<file path="src/rtl/brent_kung_adder.sv">
// 32-bit Brent-Kung parallel-prefix adder with carry-in/out and registered sum.
// Optional macro BKA_INPUT_REG_EN adds an input register stage (2-cycle latency).
module brent_kung_adder (
  input  logic clk,
  input  logic rst,
  input  logic A_1,  A_2,  A_3,  A_4,  A_5,  A_6,  A_7,  A_8,
  input  logic A_9,  A_10, A_11, A_12, A_13, A_14, A_15, A_16,
  input  logic A_17, A_18, A_19, A_20, A_21, A_22, A_23, A_24,
  input  logic A_25, A_26, A_27, A_28, A_29, A_30, A_31, A_32,
  input  logic B_1,  B_2,  B_3,  B_4,  B_5,  B_6,  B_7,  B_8,
  input  logic B_9,  B_10, B_11, B_12, B_13, B_14, B_15, B_16,
  input  logic B_17, B_18, B_19, B_20, B_21, B_22, B_23, B_24,
  input  logic B_25, B_26, B_27, B_28, B_29, B_30, B_31, B_32,
  input  logic C_0,
  output logic S_1,  S_2,  S_3,  S_4,  S_5,  S_6,  S_7,  S_8,
  output logic S_9,  S_10, S_11, S_12, S_13, S_14, S_15, S_16,
  output logic S_17, S_18, S_19, S_20, S_21, S_22, S_23, S_24,
  output logic S_25, S_26, S_27, S_28, S_29, S_30, S_31, S_32,
  output logic C_out
);

  // Brent-Kung prefix tree: 31 up-sweep nodes then 26 down-sweep nodes.
  // Returns the group generate of bits [k:0] at position k, i.e. carry out of bit k.
  function automatic logic [31:0] bk_carry(input logic [31:0] g, input logic [31:0] p);
    logic [31:0] gg;
    logic [31:0] pp;
    gg = g;
    pp = p;
    for (int l = 0; l < 5; l++) begin
      for (int k = (2 << l) - 1; k < 32; k += (2 << l)) begin
        gg[k] = gg[k] | (pp[k] & gg[k - (1 << l)]);
        pp[k] = pp[k] & pp[k - (1 << l)];
      end
    end
    for (int l = 3; l >= 0; l--) begin
      for (int k = 3 * (1 << l) - 1; k < 32; k += (2 << l)) begin
        gg[k] = gg[k] | (pp[k] & gg[k - (1 << l)]);
        pp[k] = pp[k] & pp[k - (1 << l)];
      end
    end
    return gg;
  endfunction

  logic [31:0] a_s;
  logic [31:0] b_s;
  logic [31:0] op_a_s;
  logic [31:0] op_b_s;
  logic        op_c0_s;
  logic [31:0] gen_s;
  logic [31:0] prop_s;
  logic [31:0] gfold_s;
  logic [31:0] gc_s;
  logic [31:0] sum_s;
  logic [31:0] sum_r;
  logic        cout_r;

  assign a_s = {A_32, A_31, A_30, A_29, A_28, A_27, A_26, A_25,
                A_24, A_23, A_22, A_21, A_20, A_19, A_18, A_17,
                A_16, A_15, A_14, A_13, A_12, A_11, A_10, A_9,
                A_8,  A_7,  A_6,  A_5,  A_4,  A_3,  A_2,  A_1};
  assign b_s = {B_32, B_31, B_30, B_29, B_28, B_27, B_26, B_25,
                B_24, B_23, B_22, B_21, B_20, B_19, B_18, B_17,
                B_16, B_15, B_14, B_13, B_12, B_11, B_10, B_9,
                B_8,  B_7,  B_6,  B_5,  B_4,  B_3,  B_2,  B_1};

`ifdef BKA_INPUT_REG_EN
  logic [31:0] a_r;
  logic [31:0] b_r;
  logic        c0_r;

  // Input capture stage ahead of the prefix tree.
  always_ff @(posedge clk) begin
    if (rst) begin
      a_r  <= 32'd0;
      b_r  <= 32'd0;
      c0_r <= 1'b0;
    end else begin
      a_r  <= a_s;
      b_r  <= b_s;
      c0_r <= C_0;
    end
  end

  assign op_a_s  = a_r;
  assign op_b_s  = b_r;
  assign op_c0_s = c0_r;
`else
  assign op_a_s  = a_s;
  assign op_b_s  = b_s;
  assign op_c0_s = C_0;
`endif

  assign gen_s  = op_a_s & op_b_s;
  assign prop_s = op_a_s ^ op_b_s;
  // Carry-in folded into bit 0 so the tree needs no extra column.
  assign gfold_s = {gen_s[31:1], gen_s[0] | (prop_s[0] & op_c0_s)};
  assign gc_s    = bk_carry(gfold_s, prop_s);
  assign sum_s   = prop_s ^ {gc_s[30:0], op_c0_s};

  // Output register: reset wins over the computed result.
  always_ff @(posedge clk) begin
    if (rst) begin
      sum_r  <= 32'd0;
      cout_r <= 1'b0;
    end else begin
      sum_r  <= sum_s;
      cout_r <= gc_s[31];
    end
  end

  assign {S_32, S_31, S_30, S_29, S_28, S_27, S_26, S_25,
          S_24, S_23, S_22, S_21, S_20, S_19, S_18, S_17,
          S_16, S_15, S_14, S_13, S_12, S_11, S_10, S_9,
          S_8,  S_7,  S_6,  S_5,  S_4,  S_3,  S_2,  S_1} = sum_r;
  assign C_out = cout_r;

endmodule

</file>
<file path="config.mk">
export PLATFORM = sky130hd
export DESIGN_NAME = brent_kung_adder
export DESIGN_NICKNAME = d
export VERILOG_FILES = /design/src/rtl/brent_kung_adder.sv
export SDC_FILE = /design/constraint.sdc
export NUM_CORES = 1
export LEC_CHECK = 0
export ABC_AREA = 1
export BUFFER_PORTS_ARGS = -buffer_cell sky130_fd_sc_hd__buf_2
export CORE_UTILIZATION = 47
export DETAILED_ROUTE_END_ITERATION = 12
export GPL_TIMING_DRIVEN = 0
export PLACE_DENSITY_LB_ADDON = 0.15
export SYNTH_ARGS = -nofsm -noshare
export SYNTH_HDL_FRONTEND = slang
export SYNTH_SLANG_ARGS = --single-unit
</file>
<file path="constraint.sdc">
create_clock -name clk -period 2.9 [get_ports clk]
set_input_delay 0.58 -clock clk [delete_from_list [all_inputs] [get_ports clk]]
set_output_delay 0.58 -clock clk [all_outputs]
set_load 0.02 [all_outputs]
</file>
==> Implementation_results.wiki <==
{| class="wikitable"
! Metric !! Value
|-
| Wirelength, routed || 4360 um
|-
| Required arrival time at the worst endpoint || 3.05 ns
|-
| Detailed router's first-iteration violation count || 45
|-
| Nets || 472
|-
| Clock buffers created by TritonCTS || 5
|-
| Global placement routability congestion || 0.792
|-
| Post-CTS Hold Buffers || 0
|-
| Initial antenna violation count || 0
|-
| All-layer global routing usage || 19.3%
|-
| Overall power of the completed layout || 1.35 mW
|-
| Highest fanout seen on the critical path || 4
|-
| DIE WIDTH || 70.4 um
|-
| CP max-delay cell || fa_1
|-
| Number of cells upsized or downsized after cts || 0
|-
| Count of endpoints failing setup in the final report || 0
|-
| Number of vias per cell || 4.62
|-
| CTS tree || yes
|-
| Reported leakage power || 1.61 nW
|-
| # IOs || 100
|-
| Biggest area consumer among synthesized cells || dfxtp_1
|-
| Final hold slack || 0.610 ns
|-
| # Max-Cap Violations || 0
|-
| Result of the run || complete, no violations
|-
| Min-Delay Path Class || in2reg
|-
| Hold Violations, Final || 0
|-
| Critical path endpoint || sum_r[30]
|-
| Startpoint type of the worst setup path || input pin
|-
| Area enclosed by the die boundary || 4950 sq um
|-
| Largest stage delay on the critical path || 0.41 ns
|-
| Top cells by area, synth || dfxtp_1 (30%), ha_1 (17%), fa_1 (15%), inv_1 (7.5%), nor2_1 (6.5%)
|-
| Transition time at the pin with the least slew margin || 0.462 ns
|-
| Layout Area Growth over Synthesis || 29.1%
|-
| Drt pass-1 iters || 4
|-
| Total half-perimeter wirelength after legalization and detailed placement || 3720 um
|-
| Element type at the critical path end || register
|-
| Routed wire length per instance || 10.6 um
|-
| Netlist area before placement || 2200 sq um
|-
| Starting density of the core || 49.7%
|-
| Count of buffers from port buffering || 98
|-
| Diode insertion count for antenna repair || 0
|-
| Average cell area after synthesis || 8.68 sq um
|-
| Clock H-tree levels || 2
|-
| Max-slew violation count || 0
|-
| Cell count after synthesis || 253
|-
| CTS Buffer Depth || 2
|-
| CTS Sinks || 33
|-
| Most used cell along the critical path || nand2_1
|-
| Worst max-slew margin expressed relative to the limit || 69.2%
|-
| Clock period minus final worst setup slack || 2.67 ns
|-
| Number of setup buffers added after CTS || 0
|-
| Residual antenna-violating net count after detailed routing || 0
|-
| Max Clock Freq || 375 MHz
|-
| Synth Warn # || 0
|-
| Core Rows || 24
|-
| Maximum vdd drop || 0.295 mV
|-
| Crit share post-route || 92.0%
|-
| Mapped Nets || 367
|-
| Core region area || 4410 sq um
|-
| Power Density || 475 nW/um^2
|-
| Gr ovfl total || 0
|-
| Number of global-route vias before repair || 1868
|-
| Clock slew seen by the registers of the worst setup and hold paths || 0.06 ns
|-
| Largest net degree at the start of global routing || 11
|-
| Arrival time at the worst endpoint || 2.82 ns
|-
| Fraction of synthesized cell area taken by the top area cell type || 30.1%
|-
| Chain of cells forming the critical path || buf_2, inv_1, fa_1, inv_1, fa_2, nand2_1, nand2_1, nand3_1, nand2_2, nand2_1, nand2_2, nand2_2, nand2_4, nand2_2, nand2_4, nand2_1, nand2_1, fa_1, inv_1, nor2_1
|-
| Distinct cell type count of the synthesized netlist || 23
|-
| Via count || 1899
|-
| Fraction of layout instances using a drive strength above 1 || 32.0%
|-
| Setup crit start || A_1
|-
| Path type of the worst setup path || in2reg
|-
| Height of the die || 70.4 um
|-
| DRC Markers || 0
|-
| Clk root buf || clkbuf_8
|-
| #FFs+latches synth || 33
|-
| Global-route wire length before repair || 7570 um
|-
| Fraction of the yosys area taken by sequential cells || 30.1%
|}
-- worst min path at each step --
stage	startpoint	end	slack [ns]	cells after the start
floorplan	B_15	sum_r[14]	0.84	3
global placement	rst	sum_r[31]	0.90	2
detailed placement	rst	sum_r[11]	0.90	2
CTS	rst	sum_r[11]	0.60	2
global route	rst	sum_r[31]	0.64	2
finish	rst	sum_r[31]	0.61	2
-- registers in the layout, summed over array words and instances, names as in the netlist --
name   cells
sum_r     32
C_out      1
-- per-layer routing --
metal / up-vias / wire (um) / track usage, %
met5: - / 0 / 0
met4: 0 / 68 / 6.00
met3: 6 / 268 / 5.63
met2: 61 / 2250 / 35.7
met1: 843 / 1770 / 21.0
li1: 989 / - / -
-- where the power goes --
group | internal, mW | switching (mW)
registers | 0.516 | 0.0130
clock network | 0.170 | 0.159
logic | 0.202 | 0.286
total | 0.889 | 0.458
-- Yosys cell counts (all sizes together) --
| library cell | number |
|---|---|
| fa | 17 |
| nand2 | 39 |
| a21o | 2 |
| nor3 | 2 |
| o21bai | 2 |
| ha | 30 |
| clkbuf | 4 |
| o31ai | 1 |
| o21ai | 1 |
| nor2 | 40 |
| a21oi | 11 |
| xnor2 | 10 |
| xor2 | 5 |
| dfxtp | 33 |
| inv | 44 |
| or2 | 1 |
| a31o | 1 |
| nand4 | 2 |
| a31oi | 1 |
| nand3 | 7 |
-- metrics by stage --
step | setup WS [ns] | area, sq um | util [%] | std cells | TNS, ns
global placement | -0.0142 | 2750 | 62.3 | 403 | -0.0142
detailed placement | -0.0489 | 2750 | 62.3 | 403 | -0.144
global route | -0.0245 | 2830 | 64.2 | 411 | -0.0245
finish | 0.231 | 2830 | 64.2 | 411 | 0
CTS | 0.245 | 2830 | 64.1 | 411 | 0
floorplan | 0.268 | 2200 | - | 253 | 0
-- cells in the final DEF (no fill, tap or decap), types with 2 or more instances in the layout --
cell type  netlist  final
xnor2_1         10     10
nor3_1           2      2
a21oi_1         11     11
nand2_4          2      2
clkbuf_1         4      7
a21o_1           2      2
inv_1           44     44
nand2_2          6      6
clkbuf_8         0      5
buf_2            0     98
nand2_1         31     31
nor2_1          38     38
dfxtp_1         33     33
fa_1            17     16
nand4_1          2      2
nand3_1          7      7
o21bai_1         2      2
ha_1            30     30
xor2_1           5      5
nor2_2           2      2
-- critical path: cells and delay by family --
kind                     cells  cell delay, ns
buffers and inverters        4            0.27
adder cells (fa/ha/maj)      3            1.03
AND/OR/NAND/NOR             13            0.93
-- layout make-up --
cell class / instances / area [sq um]
multi-input cells: 172 / 1360
flip-flops and latches: 33 / 661
inverters: 44 / 165
repair buffers: 98 / 490
fillers: 415 / 1580
plain buffers: 4 / 15.0
clock buffers: 8 / 80.1
well taps: 52 / 65.1
-- cells by family after synthesis --
family	count (synthesis)	share of synthesized area, %
fa+ha+maj	47	32.6
compound gates	19	5.13
buf+inv	48	8.21
simple gates	91	18.0
xor+xnor	15	5.98
flops	33	30.1
(Power assumes the default switching activity.)
